[src/rtl/ring_rr_arbiter_pkg.sv]
// ---------------------------------------------------------------------------
// ring_rr_arbiter_pkg
//   Shared definitions for the ring round-robin arbiter:
//   - state_e    : two-state arbitration FSM encoding (idle / granted)
//   - hold_width : width of the tenure-length counter for a given hold budget
// ---------------------------------------------------------------------------
package ring_rr_arbiter_pkg;

  typedef enum logic {
    ST_IDLE  = 1'b0,
    ST_GRANT = 1'b1
  } state_e;

  // Counter must reach max_hold itself; an unlimited budget (0) still needs one bit.
  function automatic int hold_width(input int max_hold);
    return (max_hold < 1) ? 1 : $clog2(max_hold + 1);
  endfunction

endpackage

[src/rtl/ring_rr_arbiter_ring_ptr.sv]
// ---------------------------------------------------------------------------
// ring_rr_arbiter_ring_ptr
//   N-bit one-hot priority token register with load enable.
//   Resets asynchronously to bit 0; the arbiter loads it only at tenure end.
// Ports:
//   clk   in  1  rising-edge clock
//   clr_n in  1  asynchronous active-low reset (token -> bit 0)
//   load  in  1  capture d on the next rising edge
//   d     in  N  next token value (always one-hot from the arbiter)
//   q     out N  current token
// ---------------------------------------------------------------------------
module ring_rr_arbiter_ring_ptr #(
  parameter int N = 8
) (
  input  logic         clk,
  input  logic         clr_n,
  input  logic         load,
  input  logic [N-1:0] d,
  output logic [N-1:0] q
);

  // NOTE: sequential state uses non-blocking assignments so every flop samples
  // pre-edge values regardless of block evaluation order.
  always_ff @(posedge clk or negedge clr_n) begin
    if (!clr_n) begin
      q <= N'(1);
    end else if (load) begin
      q <= d;
    end
  end

endmodule

[src/rtl/ring_rr_arbiter.sv]
// ---------------------------------------------------------------------------
// ring_rr_arbiter
//   Round-robin arbiter sharing one resource among N requesters. A one-hot
//   rotating token marks the highest-priority requester; the winner keeps a
//   registered one-hot grant until it drops its request or, when MAX_HOLD is
//   non-zero, until it has held the grant for MAX_HOLD cycles. Every tenure is
//   followed by one idle cycle.
// Parameters:
//   N        number of requesters (>= 2)
//   MAX_HOLD maximum consecutive grant cycles per tenure; 0 = unlimited
// Ports:
//   clk     in  1   rising-edge clock
//   clr_n   in  1   asynchronous active-low reset
//   req     in  N   level requests, held while requester wants/uses resource
//   gnt     out N   registered one-hot grant, zero when idle
//   busy    out 1   registered, equals |gnt
//   owner   out IW  index of granted requester; holds last owner when idle
//   timeout out 1   one-cycle pulse when a tenure is ended by MAX_HOLD
// ---------------------------------------------------------------------------
module ring_rr_arbiter
  import ring_rr_arbiter_pkg::*;
#(
  parameter int N        = 8,
  parameter int MAX_HOLD = 16,
  localparam int IW      = $clog2(N)
) (
  input  logic          clk,
  input  logic          clr_n,
  input  logic [N-1:0]  req,
  output logic [N-1:0]  gnt,
  output logic          busy,
  output logic [IW-1:0] owner,
  output logic          timeout
);

  localparam int            HW         = hold_width(MAX_HOLD);
  localparam logic [HW-1:0] HOLD_LIMIT = HW'(MAX_HOLD);
  localparam logic [HW-1:0] HOLD_SAT   = '1;

  // Left-circular rotate by one: bit N-1 wraps to bit 0.
  function automatic logic [N-1:0] rotl1(input logic [N-1:0] v);
    return {v[N-2:0], v[N-1]};
  endfunction

  state_e          state;
  logic [HW-1:0]   hold_cnt;
  logic [N-1:0]    ptr;
  logic [N-1:0]    req_hi;
  logic [N-1:0]    pick_src;
  logic [N-1:0]    win;
  logic [IW-1:0]   win_idx;
  logic            release_now;
  logic            expire;
  logic            ptr_load;

  // Masked priority scan with wrap: prefer requests at or above the token;
  // if none, fall back to the lowest request overall (the wrapped part).
  // NOTE: every combinational output gets a default before any conditional
  // logic so no path leaves it unassigned and no latch is inferred.
  always_comb begin
    req_hi   = req & ~(ptr - N'(1));
    pick_src = (|req_hi) ? req_hi : req;
    win      = pick_src & (~pick_src + N'(1));  // isolate lowest set bit
    win_idx  = '0;
    for (int i = 0; i < N; i++) begin
      if (win[i]) win_idx = IW'(i);
    end
  end

  // Release has priority over expiry; both end the tenure and advance the token.
  assign release_now = (state == ST_GRANT) && !req[owner];
  assign expire      = (state == ST_GRANT) && (MAX_HOLD != 0) && (hold_cnt == HOLD_LIMIT);
  assign ptr_load    = release_now || expire;

  ring_rr_arbiter_ring_ptr #(
    .N (N)
  ) u_ring_ptr (
    .clk   (clk),
    .clr_n (clr_n),
    .load  (ptr_load),
    .d     (rotl1(gnt)),
    .q     (ptr)
  );

  always_ff @(posedge clk or negedge clr_n) begin
    if (!clr_n) begin
      state    <= ST_IDLE;
      gnt      <= '0;
      busy     <= 1'b0;
      owner    <= '0;
      timeout  <= 1'b0;
      hold_cnt <= '0;
    end else begin
      timeout <= 1'b0;
      case (state)
        ST_IDLE: begin
          if (|req) begin
            state    <= ST_GRANT;
            gnt      <= win;
            busy     <= 1'b1;
            owner    <= win_idx;
            hold_cnt <= HW'(1);
          end
        end
        ST_GRANT: begin
          if (release_now) begin
            state <= ST_IDLE;
            gnt   <= '0;
            busy  <= 1'b0;
          end else if (expire) begin
            state   <= ST_IDLE;
            gnt     <= '0;
            busy    <= 1'b0;
            timeout <= 1'b1;
          end else if (hold_cnt != HOLD_SAT) begin
            hold_cnt <= hold_cnt + HW'(1);
          end
        end
        default: state <= ST_IDLE;
      endcase
    end
  end

endmodule

[config.mk]
export PLATFORM = sky130hd
export DESIGN_NAME = ring_rr_arbiter
export DESIGN_NICKNAME = d
export VERILOG_FILES = /design/src/rtl/ring_rr_arbiter_pkg.sv /design/src/rtl/ring_rr_arbiter_ring_ptr.sv /design/src/rtl/ring_rr_arbiter.sv
export SDC_FILE = /design/constraint.sdc
export NUM_CORES = 1
export LEC_CHECK = 0
export CAP_MARGIN = 20
export CORE_MARGIN = 1
export CORE_UTILIZATION = 54
export CTS_CLUSTER_DIAMETER = 60
export DETAILED_ROUTE_END_ITERATION = 8
export PLACE_DENSITY = 0.79
export SETUP_SLACK_MARGIN = 0.02
export SYNTH_ARGS = -nofsm -noshare
export SYNTH_HDL_FRONTEND = slang
export SYNTH_SLANG_ARGS = --single-unit
[constraint.sdc]
create_clock -name clk -period 3.4 [get_ports clk]
set_clock_uncertainty 0.15 [all_clocks]
set_input_delay 0.68 -clock clk [delete_from_list [all_inputs] [get_ports clk]]
set_output_delay 0.68 -clock clk [all_outputs]
set_load 0.05 [all_outputs]
==> qor.csv <==
metric;value;unit
worst hold start;busy$_DFFE_PN0P_;
Max Fclk;317;MHz
cell count of the worst reg-to-reg path;7;
Post-synth EDFFs;0;
Net Count, Synth;182;
post-cts repair resize count;0;
worst hold margin;0.374;ns
Register Area;677;sq um
Die Ht;57.9;microns
initial antenna violation count;0;
Post-Synthesis Cell Area;1690;sq um
global route total overflow;0;
RR Startpoint;u_ring_ptr.q[4]$_DFFE_PN0N_;
register area share after synthesis;0.402;
Num CTS Buffers;3;
Worst Setup Slack, final;0.244;ns
Routed WL;4530;microns
RSZ-0062 raised after global routing;no;
dpl hpwl;3430;microns
worst path arrival time;3.24;ns
# hold bufs at CTS;0;
CP Max Fanout;7;
die width;57.9;microns
Tot GR Track Use;0.295;
n_diodes;0;
Layout area overhead;21.5;%
most common flop cell mapped by yosys;dfrtp_1;
drt wl/cell;19.4;microns
Max Cap Viol;0;
area occupied by multi-input gates;957;sq um
minimum clock period;3.16;ns
clock sink count;27;
R2R setup slack;0.24;ns
synth unique cells;51;
vias per cell;6.55;
# fillers;220;
# DRC;2;
final setup TNS;0;ns
Slew Limit Fails;0;
CTS tree;yes;
failing checks;DRC;
row count;19;
Commonest cells post-synth;dfrtp_1, nand2_1, inv_1, mux2_2, nor2_1;
most common cell in the synthesized netlist;dfrtp_1;
core area;2850;sq um
run status;finished with violations;
Die ar.;3350;sq um
number of port buffers;22;
worst r2r dst;gnt[7]$_DFFE_PN0P_;
Worst Path Required;3.48;ns
Syn Area/Cell;10.0;sq um
first-pass GRT wire length;7370;microns
antenna viol nets, final;0;
share of cells above drive strength 1;0.172;
Worst Setup Start Kind;flop;
synthesized instance count;168;
Warnings, synthesis;0;
Worst Hold Class;reg2reg;
Clock Tree Root;clkbuf_4;
utilization after layout;0.718;
fin nets;218;
clk slew on worst S/H paths;0.14;ns
TritonRoute pass-1 iters;6;
Final GP Congestion;0.953;
Detailed Route Iter0 Violations;113;
Starting Density;0.591;
hold depth;2;
worst slew pin tran;0.764;ns
dpl ws;0.188;ns
Synth area leaders;dfrtp_1, mux2_2, nand2_1;
#FFs+latches synth;27;
Critical Path Sink Type;flop;
vias in the first global route;1549;
top cell type by total area after synthesis;dfrtp_1;
CTS Buffer Depth;2;
Synth top area share;0.386;
I/O pin total;23;
Hold Vio Cnt, Final;0;
H-tree Lvls;1;
final setup violation count;0;
pin count of the biggest net entering global routing;28;
crit share post-route;0.928;
Post-synth ARST share;1.00;
clk_lat worst skew;0.33;ns
Worst Hold End;busy$_DFFE_PN0P_;
Worst Setup Path Type;reg2reg;
Slew HR;0.488;
vias after detailed routing;1532;
Post-CTS Setup Bufs;0;
[metrics by stage]
step / cells / instance area (sq um)
after CTS: 234 / 2050
after global routing: 234 / 2050
after detailed placement: 230 / 2020
after floorplan: 168 / 1690
after global placement: 230 / 2020
final: 234 / 2050
[critical path, stage by stage (launching register included)]
cell and delay [ns]:
dfrtp_1 0.50, nor4_1 0.43, and4_1 0.32, mux2_2 0.42, or4_1 0.54, o211a_4 0.28, and3_4 0.19, a32o_1 0.24
[flip-flops by register name, summed over array words and instances, names as in the netlist]
name and cells:
u_ring_ptr.q 8, gnt 8, busy 1, hold_cnt 5, state 1, timeout 1, owner 3
[cell type report]
cell class,instances,area share
Multi-Input combinational cell,128,0.468
Sequential cell,27,0.331
Timing Repair Buffer,34,0.152
Tap cell,31,0.0189
Inverter,10,0.0183
Clock buffer,4,0.0128
[cells in the final DEF, fill, tap and decap left out, drive strengths merged, types with 2 or more instances in the layout]
cell and count:
nand4 4, clkbuf 4, and3 3, nor4 2, nor2 9, nand2b 5
inv 10, a21boi 3, nor3b 2, nand3 10, clkdlybuf4s50 22, dfrtp 26
mux2 10, nand2 19, o41ai 4, a21o 2, o31ai 2, and2 3
xor2 4, ha 4, nor2b 2, a22o 4, o211a 2, buf 12
mux4 2, or4 3, mux2i 2, a32o 4, o21ai 8
[layer usage]
layer  vias to the layer above  global-route usage  part of all wire
met4                         0               0.122             0.019
met1                       754               0.392              0.42
li1                        703                   -                 -
met3                         7              0.0357             0.068
met5                         -                   0                 0
met2                        68               0.491              0.50
[worst max-delay path by stage]
stage | from | end | slack (ns) | depth (start not counted)
floorplan | u_ring_ptr.q[4]$_DFFE_PN0N_ | gnt[7]$_DFFE_PN0P_ | 0.40 | 8
global placement | req[0] | owner[0]$_DFFE_PN0P_ | 0.17 | 8
detailed placement | req[4] | gnt[7]$_DFFE_PN0P_ | 0.19 | 8
CTS | u_ring_ptr.q[4]$_DFFE_PN0N_ | gnt[7]$_DFFE_PN0P_ | 0.27 | 7
global route | u_ring_ptr.q[4]$_DFFE_PN0N_ | owner[0]$_DFFE_PN0P_ | 0.13 | 7
finish | u_ring_ptr.q[4]$_DFFE_PN0N_ | gnt[7]$_DFFE_PN0P_ | 0.24 | 7
[logic make-up after synthesis]
family / count (synthesis) / share of synthesized area
compound gates: 39 / 0.191
xor+xnor: 5 / 0.0260
fa+ha+maj: 4 / 0.0297
buf+inv: 13 / 0.0304
flops: 27 / 0.402
mux: 14 / 0.105
simple gates: 66 / 0.216
Power is not shown: default switching activity piles up to over one toggle a cycle in this logic, so the estimate is an artifact.
